--- config.mk ---
export PLATFORM = sky130hd
export DESIGN_NAME = cls_command_parser
export DESIGN_NICKNAME = d
export VERILOG_FILES = /design/src/rtl/cls_pkg.sv /design/src/rtl/cls_param_acc.sv /design/src/rtl/cls_command_parser.sv
export SDC_FILE = /design/constraint.sdc
export NUM_CORES = 1
export LEC_CHECK = 0
export CORE_ASPECT_RATIO = 1.75
export CORE_MARGIN = 2
export CORE_UTILIZATION = 55
export CTS_CLUSTER_SIZE = 40
export DETAILED_ROUTE_END_ITERATION = 10
export GPL_ROUTABILITY_DRIVEN = 1
export PLACE_DENSITY_LB_ADDON = 0.25
export SLEW_MARGIN = 10
export SYNTH_ARGS = -nofsm -noshare
export SYNTH_HDL_FRONTEND = slang
export SYNTH_SLANG_ARGS = --single-unit
--- constraint.sdc ---
create_clock -name CLK -period 5.5 [get_ports CLK]
set_input_delay 1.1 -clock CLK [delete_from_list [all_inputs] [get_ports CLK]]
set_output_delay 1.1 -clock CLK [all_outputs]
set_load 0.01 [all_outputs]
--- src/rtl/cls_pkg.sv ---
// Shared constants for the PmodCLS command stream: command codes, ASCII
// framing bytes and the receive-side parser state encoding.
package cls_pkg;

  localparam logic [3:0] CMD_CHAR       = 4'd0;
  localparam logic [3:0] CMD_CLEAR      = 4'd1;
  localparam logic [3:0] CMD_CURSOR     = 4'd2;
  localparam logic [3:0] CMD_ERASE_LINE = 4'd3;
  localparam logic [3:0] CMD_SET_MODE   = 4'd4;
  localparam logic [3:0] CMD_ERR        = 4'd15;

  localparam logic [7:0] ESC      = 8'h1B;
  localparam logic [7:0] LBRACKET = 8'h5B;
  localparam logic [7:0] SEMI     = 8'h3B;

  typedef enum logic [1:0] {
    ST_IDLE   = 2'd0,
    ST_ESC    = 2'd1,
    ST_CSI_P0 = 2'd2,
    ST_CSI_P1 = 2'd3
  } state_t;

  function automatic logic is_digit(input logic [7:0] b);
    return (b >= 8'h30) && (b <= 8'h39);
  endfunction

  function automatic logic is_printable(input logic [7:0] b);
    return (b >= 8'h20) && (b <= 8'h7E);
  endfunction

  // Final byte of a CSI sequence; CMD_ERR means "not a known command letter".
  function automatic logic [3:0] csi_final_code(input logic [7:0] b);
    logic [3:0] code;
    case (b)
      8'h6A:   code = CMD_CLEAR;
      8'h48:   code = CMD_CURSOR;
      8'h4B:   code = CMD_ERASE_LINE;
      8'h68:   code = CMD_SET_MODE;
      default: code = CMD_ERR;
    endcase
    return code;
  endfunction

endpackage

--- src/rtl/cls_param_acc.sv ---
// Saturating decimal parameter accumulator: value = value*10 + digit,
// clamped at 255.
module cls_param_acc (
  input  logic       clk,
  input  logic       rst,
  input  logic       clear,
  input  logic       digit_valid,
  input  logic [3:0] digit,
  output logic [7:0] value
);

  logic [11:0] next_val;

  // Wide enough for 255*10+9, so the clamp compare sees the true sum.
  assign next_val = 12'(value) * 12'd10 + 12'(digit);

  always_ff @(posedge clk) begin
    if (rst || clear) begin
      value <= 8'd0;
    end else if (digit_valid) begin
      value <= (next_val > 12'd255) ? 8'hFF : next_val[7:0];
    end
  end

endmodule

--- src/rtl/cls_command_parser.sv ---
// Receive-side PmodCLS parser: turns an ASCII/escape byte stream into
// discrete display commands with valid/ready on both sides.
module cls_command_parser
  import cls_pkg::*;
#(
  parameter int TIMEOUT = 50000
) (
  input  logic       CLK,
  input  logic       RST,
  input  logic [7:0] rx_data,
  input  logic       rx_valid,
  output logic       rx_ready,
  output logic       cmd_valid,
  input  logic       cmd_ready,
  output logic [3:0] cmd_code,
  output logic [7:0] cmd_p0,
  output logic [7:0] cmd_p1,
  output logic       seq_abort,
  output state_t     state_dbg
);

  // Handshakes: a transfer happens on a rising edge where valid && ready.
  // rx_ready only drops while a command is stalled downstream, so no
  // received byte is lost; cmd_* hold steady while cmd_valid && !cmd_ready.

  localparam logic [15:0] TO_LAST = 16'(TIMEOUT - 1);

  state_t      state;
  state_t      nxt_state;
  logic [15:0] to_cnt;
  logic        accept;
  logic        emit;
  logic [3:0]  emit_code;
  logic [7:0]  emit_p0;
  logic [7:0]  emit_p1;
  logic [7:0]  acc0;
  logic [7:0]  acc1;
  logic        acc_clear;
  logic        acc0_dv;
  logic        acc1_dv;

  assign rx_ready  = !(cmd_valid && !cmd_ready);
  assign accept    = rx_valid && rx_ready;
  assign state_dbg = state;

  assign acc_clear = accept && (state == ST_ESC) && (rx_data == LBRACKET);
  assign acc0_dv   = accept && (state == ST_CSI_P0) && is_digit(rx_data);
  assign acc1_dv   = accept && (state == ST_CSI_P1) && is_digit(rx_data);

  cls_param_acc u_acc0 (
    .clk         (CLK),
    .rst         (RST),
    .clear       (acc_clear),
    .digit_valid (acc0_dv),
    .digit       (rx_data[3:0]),
    .value       (acc0)
  );

  cls_param_acc u_acc1 (
    .clk         (CLK),
    .rst         (RST),
    .clear       (acc_clear),
    .digit_valid (acc1_dv),
    .digit       (rx_data[3:0]),
    .value       (acc1)
  );

  // Byte decode for the current state; only takes effect on an accept.
  always_comb begin
    nxt_state = state;
    emit      = 1'b0;
    emit_code = CMD_ERR;
    emit_p0   = rx_data;
    emit_p1   = 8'd0;
    case (state)
      ST_IDLE: begin
        if (rx_data == ESC) begin
          nxt_state = ST_ESC;
        end else if (is_printable(rx_data)) begin
          emit      = 1'b1;
          emit_code = CMD_CHAR;
        end
      end
      ST_ESC: begin
        if (rx_data == LBRACKET) begin
          nxt_state = ST_CSI_P0;
        end else if (rx_data != ESC) begin
          emit      = 1'b1;
          nxt_state = ST_IDLE;
        end
      end
      ST_CSI_P0, ST_CSI_P1: begin
        if (is_digit(rx_data)) begin
          nxt_state = state;
        end else if (rx_data == SEMI) begin
          if (state == ST_CSI_P0) begin
            nxt_state = ST_CSI_P1;
          end else begin
            emit      = 1'b1;
            nxt_state = ST_IDLE;
          end
        end else if (rx_data == ESC) begin
          nxt_state = ST_ESC;
        end else begin
          emit      = 1'b1;
          emit_code = csi_final_code(rx_data);
          nxt_state = ST_IDLE;
          if (emit_code != CMD_ERR) begin
            emit_p0 = acc0;
            emit_p1 = acc1;
          end
        end
      end
      default: nxt_state = ST_IDLE;
    endcase
  end

  always_ff @(posedge CLK) begin
    if (RST) begin
      state     <= ST_IDLE;
      to_cnt    <= 16'd0;
      cmd_valid <= 1'b0;
      cmd_code  <= 4'd0;
      cmd_p0    <= 8'd0;
      cmd_p1    <= 8'd0;
      seq_abort <= 1'b0;
    end else begin
      seq_abort <= 1'b0;
      if (cmd_ready) begin
        cmd_valid <= 1'b0;
      end
      if (accept) begin
        state  <= nxt_state;
        to_cnt <= 16'd0;
        if (emit) begin
          cmd_valid <= 1'b1;
          cmd_code  <= emit_code;
          cmd_p0    <= emit_p0;
          cmd_p1    <= emit_p1;
        end
      end else if (state != ST_IDLE) begin
        if (to_cnt == TO_LAST) begin
          state     <= ST_IDLE;
          to_cnt    <= 16'd0;
          seq_abort <= 1'b1;
        end else begin
          to_cnt <= to_cnt + 16'd1;
        end
      end else begin
        to_cnt <= 16'd0;
      end
    end
  end

endmodule

==> results.toml, run 1 <==
[status]
status = "completed"

[pwr]
intPower_uw = 617
vdd_drop_max_uv = 127
seq_power_share = 0.512
swShare = 0.230
power_switching_uw = 184
powerDensity_mw_per_mm2 = 194
p_leak_nw = 1.67
p_clk_frac = 0.411
comb_power_share = 0.077

[yosys]
ys_types = 65
ys.flop_type = "dfxtp_1"
synthTopCellsByCount = "56 x dfxtp_1, 31 x ha_1, 31 x nor2_1"
async_reset_ff_frac = 0
yosys-top-cells-area = "dfxtp_1 31%, ha_1 11%, xnor2_1 5.1%"
synth_area_mm2 = 0.00360
synth_xor_area_frac = 0.0632
synthDominantCellAreaShare = 0.311
synthMuxAreaShare = 0.0549
synth_seq_cells = 56
syn_inst = 402
synth-simple-area-share = 0.231
yosys.area.top_type = "dfxtp_1"
ys.warnings.count = 0
synth-seq-area-share = 0.311
synth.most_common_cell = "dfxtp_1"
synth_compound_area_frac = 0.168
synth_top_family_by_area = "simple AND/OR/NAND/NOR gates"
avgSynthCellArea_um2 = 8.96
synth-edff-count = 0
synthAdderAreaFrac = 0.130
syn-num-nets = 449

[timing]
finalCritPeriodShare = 0.642
slew_headroom = 0.244
fmax_ghz = 0.283
min_period_ns = 3.53
tns_ns = 0
rsz0062_at_grt = "false"
worst_pin_slew_ns = 1.13
hold_violations = 0
drv_slew = 0
finalWorstSetupSlack_ns = 1.97
setup_violations = 0
fin_skew_ns = 0.00627

[cts]
cts.sinks = 56
insertion_delay_ns = 0.30
cts_tree = "done"
clk_pin_slew_ns = 0.07
cts_max_path_buffers = 2
numCtsBuffers = 5
post-cts-setup-buffer-count = 0
root_buffer = "clkbuf_16"
cts_resized = 0
cts.htree.levels = 2
holdBufCountCts = 0

[detailed_routing]
drt-total-wl_um = 7970
vias_per_cell = 5.90
ant_nets = 0
drcViolationCount = 0
wl_per_cell_um = 15.6
firstDrtPassIters = 4
drt_iter0_drc = 97
vias = 3020

[placed_design]
place_congestion = 0.928
post-dp-hpwl_um = 6260
place_ws_ns = 1.66
io_buffers = 36
placedCellCount = 504

[layout]
finalNetCount = 476
final_cells = 512
area_growth_pct = 14.7
antenna_cells = 0
nFillCells = 557
layout-drive-gt1-share = 0.0628

[global_routing]
grtUsageTotal = 0.232
grt-ovfl-total = 0
antenna_found_initial = 0
grt_max_degree = 31
grt_pass1_wl_um = 13400
grt_pass1_vias = 3019

[die]
rows = 39
die_w_um = 65.2
die_y_um = 111
die_area_mm2 = 0.00724
fp.coreArea_mm2 = 0.00644
start_util = 0.559
ioPinCount = 37

[worst_setup_path]
required_ns = 5.68
crit_family = "compound AO/OA/AOI/OAI gates"
worstPathMaxFanout = 20
cpMaxStageDelayCell = "o31ai_4"
critical_path_class = "input pin to register"
arrival_ns = 3.71
cp-end-kind = "register"
startpoint_type = "input pin"
cp_slowest_stage_delay_ns = 1.00
path_buf_inv = 1
crit_chain = "clkdlybuf4s50_1 -> nand3_1 -> o22ai_1 -> nor4_1 -> o31ai_4 -> mux2_1"

[flow_run]
cap_violations = 0

[worst_hold_path]
hp-class = "register to register"
## layout by cell type, fill, tap and decap left out, types with 2 or more instances in the layout
cell type	count
or3_1	3
nand3b_1	2
nor3_4	3
a32o_1	4
ha_1	31
mux2i_1	15
nand2b_1	2
a21oi_1	17
o21ai_1	5
nor2_1	31
xor2_1	5
xnor2_1	21
inv_1	15
fa_1	4
dfxtp_1	56
nand3_1	19
nor3_1	6
clkbuf_16	5
a21o_1	4
o21ai_0	24
nor4b_1	3
and2_1	5
nand4_1	5
o211ai_1	3
o31ai_1	2
nor4_1	3
clkdlybuf4s50_1	36
mux2_1	3
nand2_1	26
a31oi_1	18
nor4bb_1	2
nor2b_1	7
and3_1	12
## through the flow
step	utilization	hold WS [ns]	instance area (um2)	total power, mW
5_1_grt	0.641	0.477	4130	0.831
3_3_place_gp	0.618	0.433	3980	0.480
3_5_place_dp	0.618	0.439	3980	0.481
6_report	0.641	0.450	4130	0.800
2_1_floorplan	-	0.413	3600	0.455
4_1_cts	0.641	0.452	4130	0.808
## state kept, by name, summed over array words and instances, names as in the netlist
signal        count
seq_abort         1
cmd_p0            8
cmd_p1            8
cmd_valid         1
cmd_code          4
u_acc1.value      8
u_acc0.value      8
state_dbg         2
to_cnt           16
## logic make-up after synthesis
| family | count (synthesis) |
|---|---|
| xor+xnor | 26 |
| buf+inv | 31 |
| flops | 56 |
| mux | 19 |
| compound gates | 92 |
| simple gates | 143 |
| fa+ha+maj | 35 |
## power by group through the flow
stage | sequential, mW | combinational [mW] | clock (mW)
4_1_cts | 0.410 | 0.0618 | 0.337
3_3_place_gp | 0.419 | 0.0612 | 0
5_1_grt | 0.410 | 0.0666 | 0.355
2_1_floorplan | 0.421 | 0.0348 | 0
3_5_place_dp | 0.419 | 0.0616 | 0
6_report | 0.410 | 0.0615 | 0.329
## routing by layer
layer | wire length [um] | global-route usage
met5 | 0 | 0
met1 | 3230 | 0.240
met3 | 237 | 0.0477
met2 | 4260 | 0.423
met4 | 236 | 0.117
## final timing paths
path / cells after the start / startpoint / slack (ns) / to
max reg2reg: 8 / u_acc0.value[1]$_SDFFE_PP0P_ / 2.64 / u_acc0.value[3]$_SDFFE_PP0P_
min: 1 / to_cnt[0]$_SDFF_PP0_ / 0.45 / to_cnt[0]$_SDFF_PP0_
max: 6 / rx_data[1] / 1.97 / cmd_p0[4]$_SDFFE_PP0P_
min reg2reg: 1 / to_cnt[0]$_SDFF_PP0_ / 0.45 / to_cnt[0]$_SDFF_PP0_
## cell type report
cell class              instances  area [um2]  share of cell area
multi-input cells             315        2340               0.566
flip-flops and latches         56        1120               0.271
repair buffers                 36         360              0.0872
clock buffers                   6         139              0.0336
well taps                      82         103              0.0248
inverters                      15        56.3              0.0136
clock inverters                 2        13.8             0.00333
Note: power is estimated with default switching activity, not from simulation.
==> run 2, diff against run 1 <==
--- a/config.mk
+++ b/config.mk
@@ -7,7 +7,7 @@
 export LEC_CHECK = 0
 export CORE_ASPECT_RATIO = 1.75
 export CORE_MARGIN = 2
-export CORE_UTILIZATION = 55
+export CORE_UTILIZATION = 52
 export CTS_CLUSTER_SIZE = 40
 export DETAILED_ROUTE_END_ITERATION = 10
 export GPL_ROUTABILITY_DRIVEN = 1
==> constraint.sdc (replaced) <==
create_clock -name CLK -period 3.06 [get_ports CLK]
set_input_delay 0.612 -clock CLK [delete_from_list [all_inputs] [get_ports CLK]]
set_output_delay 0.612 -clock CLK [all_outputs]
set_load 0.01 [all_outputs]
==> run 2 against run 1 <==
Against the previous run:
- flip-flop and latch count did not move
- register-to-register slack got worse by 2.4 ns
- combinational power rose by 100%
- final area is 3.1% higher
- highest routed layer unchanged
- critical endpoint is now u_acc1.value[6]$_SDFFE_PP0P_
- clock power rose by 77%
- count of clock-buffer cells in the layout is the same
- clock skew down 0.0021 ns
- critical path depth grew 2
- setup slack worse by 1.7 ns
- first-iteration DRC count grew 37%
==> results.toml, run 2 (synthesized netlist as in run 1, its figures left out) <==
[pwr]
swShare = 0.226
p_leak_nw = 1.74
powerDensity_mw_per_mm2 = 339
seq_power_share = 0.510
vdd_drop_max_uv = 203
comb_power_share = 0.087
p_clk_frac = 0.403
intPower_mw = 1.12
power_switching_uw = 327

[worst_setup_path]
arrival_ns = 3.00
worstPathMaxFanout = 8
critical_path_class = "register to register"
cp-end-kind = "register"
startpoint_type = "register"
reg2regPathDepth = 8
required_ns = 3.22

[die]
fp.coreArea_mm2 = 0.00681
ioPinCount = 37
die_area_mm2 = 0.00764
rows = 40
die_y_um = 114
start_util = 0.529
die_w_um = 66.9

[layout]
area_growth_pct = 18.2
layout_common_cells = "56 x dfxtp_1, 36 x clkdlybuf4s50_1, 31 x nor2_1, 31 x ha_1, 26 x nand2_1"
finalNetCount = 491
final_core_util = 0.626
layout-drive-gt1-share = 0.0944
antenna_cells = 0
largest_reg_flops = 16
final_common_cell = "dfxtp_1"
regMostFlops = "to_cnt"

[cts]
clk_pin_slew_ns = 0.07
cts_max_path_buffers = 2
numCtsBuffers = 5
cts_tree = "done"
cts.htree.levels = 2
post-cts-setup-buffer-count = 0
insertion_delay_ns = 0.29
cts_resized = 0
holdBufCountCts = 0
root_buffer = "clkbuf_16"
cts.sinks = 56

[timing]
fin_skew_ns = 0.00415
drv_slew = 0
min_period_ns = 2.84
tns_ns = 0
hold_violations = 0
fmax_ghz = 0.352
setup_violations = 0
worst_pin_slew_ns = 0.750
finalCritPeriodShare = 0.928
finalWorstSetupSlack_ns = 0.221
hold-worst-slack_ns = 0.436
rsz0062_at_grt = "false"
slew_headroom = 0.500

[flow_run]
cap_violations = 0

[global_routing]
grt_util_met1 = 0.236
busiest_layer = "met2"
grt_max_degree = 27
use_met3 = 0.0324
grt-ovfl-total = 0
grt_pass1_wl_um = 13400
grtUsageTotal = 0.225
globalRouteMet2Util = 0.433
grt_pass1_vias = 3013
antenna_found_initial = 0

[detailed_routing]
drcViolationCount = 0
drt-total-wl_um = 8070
drt_iter0_drc = 133
vias_per_cell = 5.93
wl_per_cell_um = 15.3
vias = 3138
ant_nets = 0
firstDrtPassIters = 6

[worst_hold_path]
hold_depth = 1
hp-class = "register to register"

[placed_design]
post-dp-hpwl_um = 6550
io_buffers = 36
place_ws_ns = 0.117
place_congestion = 0.937

[status]
status = "completed"
[run 2: worst paths after layout]
kind                                      from                      endpoint  slack, ns
setup / recovery  u_acc1.value[1]$_SDFFE_PP0P_  u_acc1.value[6]$_SDFFE_PP0P_       0.22
hold / removal            to_cnt[0]$_SDFF_PP0_          to_cnt[0]$_SDFF_PP0_       0.44
setup reg to reg  u_acc1.value[1]$_SDFFE_PP0P_  u_acc1.value[6]$_SDFFE_PP0P_       0.22
hold reg to reg           to_cnt[0]$_SDFF_PP0_          to_cnt[0]$_SDFF_PP0_       0.44
[run 2: critical path: stages, from the launching register on]
cell and delay (ns):
dfxtp_1 0.44, ha_1 0.27, ha_1 0.24, fa_1 0.43, xnor2_1 0.17, or2_4 0.28
nor4_4 0.28, mux2i_2 0.45, a31oi_1 0.15
[run 2: area by class of cell]
class,instances,area (um2)
fillers,593,2550
multi-input cells,315,2340
flip-flops and latches,56,1120
repair buffers,51,485
clock buffers,6,139
well taps,84,105
inverters,15,56.3
clock inverters,2,15.0
[run 2: power groups by stage]
stage | sequential (mW) | clock, mW | combinational, mW
floorplan | 0.756 | 0 | 0.0625
global placement | 0.753 | 0 | 0.123
detailed placement | 0.754 | 0 | 0.125
CTS | 0.737 | 0.594 | 0.126
global route | 0.737 | 0.625 | 0.135
finish | 0.737 | 0.582 | 0.126
[run 2: stage by stage]
step	area [um2]	instances	power, mW
final	4260	529	1.44
after floorplan	3600	402	0.818
after detailed placement	4110	521	0.879
after global placement	4110	521	0.877
after global routing	4260	529	1.50
after CTS	4260	529	1.46
[run 2: routing by layer]
layer  vias up  part of all wire
met5         -                 0
met1      1507              0.38
li1       1552                 -
met4         0             0.024
met3        15             0.038
met2        64              0.56
==> run 3, diff against run 2 <==
--- a/config.mk
+++ b/config.mk
@@ -5,13 +5,16 @@
 export SDC_FILE = /design/constraint.sdc
 export NUM_CORES = 1
 export LEC_CHECK = 0
+export ABC_AREA = 0
 export CORE_ASPECT_RATIO = 1.75
 export CORE_MARGIN = 2
 export CORE_UTILIZATION = 52
 export CTS_CLUSTER_SIZE = 40
 export DETAILED_ROUTE_END_ITERATION = 10
 export GPL_ROUTABILITY_DRIVEN = 1
+export HOLD_SLACK_MARGIN = 0.05
 export PLACE_DENSITY_LB_ADDON = 0.25
+export SETUP_SLACK_MARGIN = 0.02
 export SLEW_MARGIN = 10
 export SYNTH_ARGS = -nofsm -noshare
 export SYNTH_HDL_FRONTEND = slang
==> results of run 3 <==
Same layout as run 2: the final DEF is identical, and so are final timing and power.
==> RTL edit, RTL diff (config.mk and constraints of run 2) <==
Make the reset (`RST`) asynchronous in one clocked block.
--- a/src/rtl/cls_command_parser.sv
+++ b/src/rtl/cls_command_parser.sv
@@ -116,5 +116,5 @@
   end
 
-  always_ff @(posedge CLK) begin
+  always_ff @(posedge CLK or posedge RST) begin
     if (RST) begin
       state     <= ST_IDLE;
Formal check against the unedited RTL: differs if RST is asserted again (counterexample within 4 cycles, from zero or initial values and one cycle with RST high); with RST held inactive, the same outputs for 4 cycles.
==> RTL edit against run 2 <==
Synthesized area up 2.5%; sequential cell count stayed put; design area rose by 3.1%; critical path depth stayed put; wire length is 3.2% higher; worst setup slack got worse by 0.041 ns; final cell count is 1.1% lower; critical endpoint is now u_acc0.value[2].
Power is not compared: it rests on default switching activity, and its combinational part moved more than twofold at a synthesized area within 25%.
==> RTL edit: results (changes against run 2) <==
Timing
The worst-margin pin slew is 0.556 ns (was 0.750 ns). The post-route clock skew is 0.00602 ns (was 0.00415 ns).

GRT
The largest net degree at the start of global routing is 41 (was 27). The overall routing resource usage came to 23.5% (was 22.5%). The first-pass GRT wire length is 14200 µm (was 13400 µm). The via count of the first global-routing pass is 3135 (was 3013).

Yosys
The number of nets produced by synthesis is 436 (was 449). The proportion of synthesized chip area in sequential cells was 35.8% (was 31.1%). Synth cell count leaders: 40 x dfrtp_1, 37 x a21oi_1, 31 x ha_1 (was 56 x dfxtp_1, 31 x ha_1, 31 x nor2_1). Leading post-synthesis cells by cell area: dfrtp_1 27%, ha_1 11%, dfxtp_1 8.7% (was dfxtp_1 31%, ha_1 11%, xnor2_1 5.1%). The average footprint of a synthesized cell is 9.49 µm² (was 8.96 µm²). The count of cell types in the netlist is 57 (was 65). The proportion of register bits with asynchronous set or reset after synthesis is 71.4% (was 0%).

Final layout
The flip-flop count of the largest register after layout is 16 (unchanged). The final layout net count is 485 (was 491). The layout filler cell count came to 577 (was 593).

The share of cells above drive strength 1 is 10.9% (was 9.44%).

Placement
The detailed placement HPWL is 6430 µm (was 6550 µm). The final weighted congestion of routability-driven global placement is 0.906 (was 0.937). The cell count after placement is 515 (was 521). The worst setup slack after placement is 0.0317 ns (was 0.117 ns).

Detailed routing
The number of DRC markers in iteration 0 came to 149 (was 133). The total wirelength of the detailed-routed design was 8330 µm (was 8070 µm). The average detailed-routed wire length per instance is 15.9 µm (was 15.3 µm). The detailed-routing iteration count for the pre-antenna-repair pass came to 4 (was 6). The routed via count is 2978 (was 3138).

CTS
The number of gates resized after CTS is 0 (unchanged). The CTS root buffer is clkbuf_16 (unchanged). The clock-pin slew reported for the worst setup and hold paths after clock tree synthesis is 0.07 ns (about the same).

Run status
Status: complete, no violations (unchanged).

Setup path
The arrival time reported for the critical path endpoint is 3.06 ns (was 3.00 ns).
## RTL edit: metal layers
| layer | routed length, µm | vias to the layer above | GRT usage (%) |
|---|---|---|---|
| li1 | - | 1477 | - |
| met1 | 3320 | 1442 | 25.7 |
| met2 | 4610 | 43 | 43.5 |
| met3 | 179 | 16 | 3.59 |
| met4 | 221 | 0 | 9.80 |
| met5 | 0 | - | 0 |
## RTL edit: final cells by class
type	instances	area, µm²	area share, %
Clock inverter	3	46.3	1.05
Multi-Input combinational cell	294	2200	50.1
Inverter	28	105	2.39
Sequential cell	56	1320	30.1
Clock buffer	5	125	2.85
Timing Repair Buffer	53	488	11.1
Tap cell	84	105	2.39
## RTL edit: cell families after synthesis
logic type,count (synthesis),share of synthesized area [%]
AOI/OAI and AO/OA,85,13.5
adders and majority gates,35,12.7
xor gates and xnor gates,26,6.17
DFF,56,35.8
buffers and inverters,39,4.57
and+or+nand+nor,124,19.9
muxes,24,7.42
## RTL edit: final timing paths
| path | start | end | slack, ns | depth (start not counted) |
|---|---|---|---|---|
| max | u_acc0.value[3] | u_acc0.value[2] | 0.18 | 8 |
| min | to_cnt[0] | to_cnt[0] | 0.47 | 1 |
| max reg2reg | u_acc0.value[3] | u_acc0.value[2] | 0.18 | 8 |
| min reg2reg | to_cnt[0] | to_cnt[0] | 0.47 | 1 |
| max in group asynchronous | RST | cmd_p0[4] | 1.88 | 3 |
| min in group asynchronous | RST | to_cnt[10] | 0.82 | 3 |
## RTL edit: worst max-delay path: stages, from the launching register on
cell	delay (ns)
dfxtp_1	0.39
ha_1	0.26
ha_1	0.24
fa_1	0.43
or4_1	0.53
o41ai_1	0.25
nand3_1	0.17
nor3_4	0.34
a21oi_1	0.13
## RTL edit: power by group through the flow
stage / Combinational [mW] / Clock (mW) / Sequential [mW]
6_report: 0.576 / 0.669 / 0.896
5_1_grt: 0.619 / 0.710 / 0.910
4_1_cts: 0.580 / 0.679 / 0.897
3_5_place_dp: 0.578 / 0 / 0.911
3_3_place_gp: 0.569 / 0 / 0.909
2_1_floorplan: 0.282 / 0 / 0.933
## RTL edit: per-stage QoR
stage / cell area, µm² / hold WS [ns] / utilization [%]
after floorplan: 3690 / 0.425 / -
after global placement: 4220 / 0.448 / 61.6
after detailed placement: 4220 / 0.459 / 61.6
after CTS: 4390 / 0.469 / 64.1
after global routing: 4390 / 0.501 / 64.1
final: 4390 / 0.470 / 64.1
